## src/rtl/uart_cmd_pkg.sv

```systemverilog
// Shared types and constants for the UART command controller: parser
// states, command codes, error codes and the baud-rate select encoding.
package uart_cmd_pkg;

    // Parser states; every state except ST_IDLE counts as busy.
    typedef enum logic [2:0] {
        ST_IDLE    = 3'd0,
        ST_GET_CMD = 3'd1,
        ST_GET_D0  = 3'd2,
        ST_GET_D1  = 3'd3,
        ST_GET_CHK = 3'd4,
        ST_EXEC    = 3'd5
    } cmdState_t;

    // Command codes carried in the CMD byte of a frame.
    localparam logic [7:0] CMD_SEG  = 8'h01;
    localparam logic [7:0] CMD_PWM  = 8'h02;
    localparam logic [7:0] CMD_LED  = 8'h03;
    localparam logic [7:0] CMD_RATE = 8'h04;

    // Error codes reported on oErrCode.
    localparam logic [1:0] ERR_NONE = 2'd0;
    localparam logic [1:0] ERR_CHK  = 2'd1;
    localparam logic [1:0] ERR_CMD  = 2'd2;
    localparam logic [1:0] ERR_TMO  = 2'd3;

    // Baud-rate select values driven on oRate.
    typedef enum logic [1:0] {
        RATE_9600   = 2'd0,
        RATE_19200  = 2'd1,
        RATE_57600  = 2'd2,
        RATE_115200 = 2'd3
    } rateSel_t;

    // Counter width for a timeout of 'cycles' clocks; never below one bit.
    function automatic int cntWidth(input int unsigned cycles);
        if (cycles > 1) begin
            return $clog2(cycles);
        end
        return 1;
    endfunction

    // True for the command codes the controller knows how to execute.
    function automatic logic isKnownCmd(input logic [7:0] code);
        return (code >= CMD_SEG) && (code <= CMD_RATE);
    endfunction

endpackage

```

## src/rtl/uart_cmd_timeout.sv

```systemverilog
// Inter-byte timeout: a loadable down-counter. Loading restarts the gap
// window, clear parks it at zero, and expire is raised while enabled and
// the count has run down to zero.
module uart_cmd_timeout
    import uart_cmd_pkg::*;
#(
    parameter int unsigned LOAD_VAL = 999_999,
    parameter int          W        = 20
) (
    input  logic clk,
    input  logic reset,
    input  logic load,
    input  logic clear,
    input  logic en,
    output logic expire
);

    localparam logic [W-1:0] LOAD_W = W'(LOAD_VAL);
    localparam logic [W-1:0] ONE_W  = W'(1);

    logic [W-1:0] count;

    // Load has priority so an accepted byte always restarts the window.
    always_ff @(posedge clk or posedge reset) begin
        if (reset) begin
            count <= '0;
        end else if (load) begin
            count <= LOAD_W;
        end else if (clear) begin
            count <= '0;
        end else if (en && (count != '0)) begin
            count <= count - ONE_W;
        end
    end

    // Expiry is reported on the cycle the count sits at zero while running.
    assign expire = en && (count == '0);

endmodule

```

## src/rtl/uart_cmd_ctrl.sv

```systemverilog
// Command controller behind the UART receiver. Parses 5-byte frames
// (HDR, CMD, D0, D1, CHK with CHK = CMD ^ D0 ^ D1), checks them, and is
// the only writer of the display, PWM, LED and baud-rate registers.
module uart_cmd_ctrl
    import uart_cmd_pkg::*;
#(
    parameter int unsigned CLK_FREQ   = 100_000_000,
    parameter int unsigned TIMEOUT_MS = 10,
    parameter logic [7:0]  HDR_BYTE   = 8'hA5
) (
    input  logic        clk,
    input  logic        reset,
    input  logic [7:0]  iRxData,
    input  logic        iRxValid,
    input  logic        iRxErr,
    output logic [15:0] oSegData,
    output logic [7:0]  oPwmDuty,
    output logic [7:0]  oLedPat,
    output logic [1:0]  oRate,
    output logic        oCmdDone,
    output logic        oCmdErr,
    output logic [1:0]  oErrCode,
    output logic        oBusy
);

    // Gap allowed between two bytes of one frame, in clock cycles.
    localparam int unsigned TO_CYC = CLK_FREQ / 1000 * TIMEOUT_MS;
    localparam int          TO_W   = cntWidth(TO_CYC);

    cmdState_t  state;
    rateSel_t   rateReg;
    logic [7:0] cmdReg;
    logic [7:0] d0Reg;
    logic [7:0] d1Reg;

    logic inGet;
    logic hdrSeen;
    logic accept;
    logic tmoClear;
    logic tmoExpire;

    // Byte classification shared by the FSM and the timeout counter.
    // Outside GET_* only a header byte counts (EXEC uses IDLE rules);
    // inside GET_* any byte counts unless a framing error arrives with it.
    assign inGet    = (state == ST_GET_CMD) || (state == ST_GET_D0) ||
                      (state == ST_GET_D1)  || (state == ST_GET_CHK);
    assign hdrSeen  = iRxValid && (iRxData == HDR_BYTE);
    assign accept   = inGet ? (iRxValid && !iRxErr) : hdrSeen;
    assign tmoClear = !inGet;

    uart_cmd_timeout #(
        .LOAD_VAL (TO_CYC - 1),
        .W        (TO_W)
    ) uTimeout (
        .clk    (clk),
        .reset  (reset),
        .load   (accept),
        .clear  (tmoClear),
        .en     (inGet),
        .expire (tmoExpire)
    );

    // Parser FSM plus the configuration register file it owns.
    always_ff @(posedge clk or posedge reset) begin
        if (reset) begin
            state    <= ST_IDLE;
            cmdReg   <= '0;
            d0Reg    <= '0;
            d1Reg    <= '0;
            oSegData <= '0;
            oPwmDuty <= '0;
            oLedPat  <= '0;
            rateReg  <= RATE_9600;
            oCmdDone <= 1'b0;
            oCmdErr  <= 1'b0;
            oErrCode <= ERR_NONE;
        end else begin
            oCmdDone <= 1'b0;
            oCmdErr  <= 1'b0;
            case (state)
                ST_IDLE: begin
                    // Non-header bytes and framing errors are dropped silently.
                    if (hdrSeen) begin
                        state <= ST_GET_CMD;
                    end
                end

                ST_GET_CMD, ST_GET_D0, ST_GET_D1, ST_GET_CHK: begin
                    if (iRxErr) begin
                        // A framing error beats a byte in the same cycle.
                        oCmdErr  <= 1'b1;
                        oErrCode <= ERR_TMO;
                        state    <= ST_IDLE;
                    end else if (iRxValid) begin
                        // A byte wins over a timeout in the same cycle.
                        case (state)
                            ST_GET_CMD: begin
                                cmdReg <= iRxData;
                                state  <= ST_GET_D0;
                            end
                            ST_GET_D0: begin
                                d0Reg <= iRxData;
                                state <= ST_GET_D1;
                            end
                            ST_GET_D1: begin
                                d1Reg <= iRxData;
                                state <= ST_GET_CHK;
                            end
                            default: begin
                                if (iRxData != (cmdReg ^ d0Reg ^ d1Reg)) begin
                                    oCmdErr  <= 1'b1;
                                    oErrCode <= ERR_CHK;
                                    state    <= ST_IDLE;
                                end else if (!isKnownCmd(cmdReg)) begin
                                    oCmdErr  <= 1'b1;
                                    oErrCode <= ERR_CMD;
                                    state    <= ST_IDLE;
                                end else begin
                                    state <= ST_EXEC;
                                end
                            end
                        endcase
                    end else if (tmoExpire) begin
                        oCmdErr  <= 1'b1;
                        oErrCode <= ERR_TMO;
                        state    <= ST_IDLE;
                    end
                end

                ST_EXEC: begin
                    // Only the addressed register changes; rate moves only here,
                    // between bytes, so the receiver picks it up at a start bit.
                    case (cmdReg)
                        CMD_SEG:  oSegData <= {d1Reg, d0Reg};
                        CMD_PWM:  oPwmDuty <= d0Reg;
                        CMD_LED:  oLedPat  <= d0Reg;
                        CMD_RATE: rateReg  <= rateSel_t'(d0Reg[1:0]);
                        default:  ;
                    endcase
                    oCmdDone <= 1'b1;
                    oErrCode <= ERR_NONE;
                    // A header arriving now starts the next frame immediately.
                    state    <= hdrSeen ? ST_GET_CMD : ST_IDLE;
                end

                default: begin
                    state <= ST_IDLE;
                end
            endcase
        end
    end

    assign oRate = rateReg;
    assign oBusy = (state != ST_IDLE);

endmodule

```

## config.mk

```make
export PLATFORM = sky130hd
export DESIGN_NAME = uart_cmd_ctrl
export DESIGN_NICKNAME = d
export VERILOG_FILES = /design/src/rtl/uart_cmd_pkg.sv /design/src/rtl/uart_cmd_timeout.sv /design/src/rtl/uart_cmd_ctrl.sv
export SDC_FILE = /design/constraint.sdc
export NUM_CORES = 1
export LEC_CHECK = 0
export BUFFER_PORTS_ARGS = -buffer_cell sky130_fd_sc_hd__buf_2
export CAP_MARGIN = 20
export CORE_ASPECT_RATIO = 1.1
export CORE_MARGIN = 3
export CORE_UTILIZATION = 31
export DETAILED_ROUTE_END_ITERATION = 8
export GPL_ROUTABILITY_DRIVEN = 0
export SYNTH_ARGS = -nofsm -noshare
export SYNTH_HDL_FRONTEND = slang
export SYNTH_SLANG_ARGS = --single-unit
```

## constraint.sdc

```tcl
create_clock -name clk -period 2.6 [get_ports clk]
set_input_delay 0.13 -clock clk [delete_from_list [all_inputs] [get_ports clk]]
set_output_delay 0.13 -clock clk [all_outputs]
set_load 0.01 [all_outputs]
```

==> metrics.csv <==
metric;value;unit
final_common_cell;dfrtp_1;
clock-sinks;85;
rows;43;
grt_use_total;13.0;%
cp.required;2.81;ns
synth_cell_types;51;
yosysTopAreaCellShare;51.8;%
synth.mux.area_fraction;15.9;%
worstSkewPairLatency;0.33;ns
drt_pre_antenna_iters;4;
clk_path_buf_depth;2;
fmax;404;MHz
grt_pass1_vias;3014;
synth_nets;357;
r2r_slack;0.12;ns
worstReg2RegEnd;oErrCode[0]$_DFFE_PP0P_;
setup_viol;0;
fin_nets;418;
drive_above_1_share;36.6;%
synth_edf_count;0;
tightest_slew;0.816;ns
cts_made_buffers;9;
dieArea;0.0147;sq mm
synthTopCellsByArea;dfrtp_1 52%, mux2_2 16%, xnor2_1 5.1%;
power_density;777;mW/mm^2
yosysSeqAreaShare;51.8;%
rsz0062_at_grt;no;
min_period;2.48;ns
vias;2824;
synth_fa_ha_area_share;0.305;%
antenna_cells;0;
path_class;register to register;
syn_area;0.00411;sq mm
slew_headroom;45.6;%
viasPerCell;4.98;
ant_nets;0;
arrival;2.69;ns
start_kind;register;
synthCells;344;
drc;0;
start_util;32.1;%
io_pins;51;
holdWs;0.0838;ns
path_max_fanout;4;
vdd_drop_max;0.477;mV
grt_max_degree;46;
hold_depth;2;
ys.flop_type;dfrtp_1;
ys_warn_count;0;
tns;0;ns
synth-simple-area-share;12.6;%
synth_top_family_by_area;multiplexers;
hold_end;state[1]$_DFFE_PP0P_;
synth_xor_area_share;7.89;%
wl_per_cell;15.7;microns
overflow;0;
port_buffers;50;
holdCritPathClass;input pin to register;
slew_violations;0;
dp_hpwl;6510;microns
async_reset_ff_share;100;%
die_x;116;microns
yosys.area.top_type;dfrtp_1;
synth.avg_cell_area;11.9;sq um
total_leakage_power;2.39;nW
wl;8880;microns
ys_ff_latch;85;
cts_tree;built;
cts.clk_slew.worst_paths;0.06;ns
root_buffer;clkbuf_16;
cts-htree-levels;3;
crit_path_end_kind;register;
antenna_found_initial;0;
fin_crit_sh;95.2;%
final_cell_mix;85 x dfrtp_1, 58 x mux2_2, 50 x buf_2;
rr_worst_depth;7;
area_growth;20.1;%
post_cts_buffers;0;
finClkSkew;0.00902;ns
grt_pass1_wl;15200;microns
core-area;0.0128;sq mm
finalHoldViolCount;0;
maxCapViolCount;0;
synth-compound-area-share;9.05;%
status;finished clean;
hold_path.startpoint;iRxErr;
drt_iter0_markers;126;
rr_startpoint;uTimeout.count[0]$_DFFE_PP0P_;
die_y;127;microns
what timing repair did:
item,CTS,global route
gates resized for setup,0,0
hold buffers,1,0
endpoints found under the hold margin,44,0
cells by family after synthesis:
kind of cell,Yosys count
xor+xnor,37
mux,58
buf+inv,21
fa+ha+maj,1
flops,85
compound gates,50
simple gates,92
registers in the layout, summed over array words and instances (netlist names):
name and count:
d0Reg 8, uTimeout.count 20, oPwmDuty 8, state 3, oCmdDone 1, oSegData 16
cmdReg 8, d1Reg 8, oLedPat 8, oErrCode 2, oCmdErr 1, oRate 2
per-stage QoR:
step	setup slack (ns)	power [mW]	utilization (%)	cells	cell area, sq um
3_5_place_dp	0.129	2.46	35.9	550	4590
4_1_cts	0.114	3.88	38.5	567	4930
6_report	0.124	3.83	38.5	567	4930
5_1_grt	0.0160	4.04	38.5	567	4930
2_1_floorplan	0.176	2.24	-	344	4110
3_3_place_gp	0.186	2.43	35.9	550	4590
cells in the mapped netlist (2+ instances only):
cell,n
nor3_1,4
nand3_1,7
a22oi_1,2
nor2_1,18
or3_1,5
a211oi_1,5
nand3b_1,2
xnor2_1,24
a211o_1,2
o21a_1,2
o21ai_0,8
nand2b_1,3
a31oi_1,3
buf_2,2
nor4_2,3
or4_1,4
o31a_1,2
xor2_1,13
nor4_1,9
inv_1,6
dfrtp_1,85
clkbuf_4,2
mux2_2,58
or4_4,2
clkbuf_1,9
o31ai_1,2
nand2_1,21
and2_1,4
a21oi_1,15
worst max path at each step:
stage | to | start | slack, ns
detailed placement | oErrCode[0]$_DFFE_PP0P_ | uTimeout.count[0]$_DFFE_PP0P_ | 0.13
global route | oErrCode[0]$_DFFE_PP0P_ | uTimeout.count[0]$_DFFE_PP0P_ | 0.02
floorplan | oErrCode[0]$_DFFE_PP0P_ | uTimeout.count[0]$_DFFE_PP0P_ | 0.18
finish | oErrCode[0]$_DFFE_PP0P_ | uTimeout.count[0]$_DFFE_PP0P_ | 0.12
CTS | oErrCode[0]$_DFFE_PP0P_ | uTimeout.count[0]$_DFFE_PP0P_ | 0.11
global placement | oErrCode[0]$_DFFE_PP0P_ | uTimeout.count[0]$_DFFE_PP0P_ | 0.19
per-layer routing:
layer  track usage, %  part of all wire (%)  up-vias
met5                0                     0        -
met2             21.3                    49       44
met1             16.8                    46     1412
li1                 -                     -     1360
met4             3.55                  0.73        0
met3             3.53                   4.3        8
layout make-up:
class / count / area, sq um
multi-input cells: 238 / 1880
flip-flops and latches: 85 / 2130
clock buffers: 9 / 225
well taps: 157 / 196
clock inverters: 7 / 103
repair buffers: 65 / 378
fillers: 1294 / 7870
inverters: 6 / 23.8
power by group:
group	leakage (nW)	internal, mW	switching, mW
combinational	1.09	0.379	0.401
clock	0.163	0.857	0.547
sequential	1.14	1.46	0.183
critical path, cell delays in order, from the launching register on:
cell and delay, ns:
dfrtp_1 0.39, inv_1 0.10, ha_1 0.19, or4b_1 0.49, or4_4 0.56, o41ai_2 0.30
nand3_1 0.12, a32o_1 0.21
No activity file was read; power rests on OpenSTA's default activity.
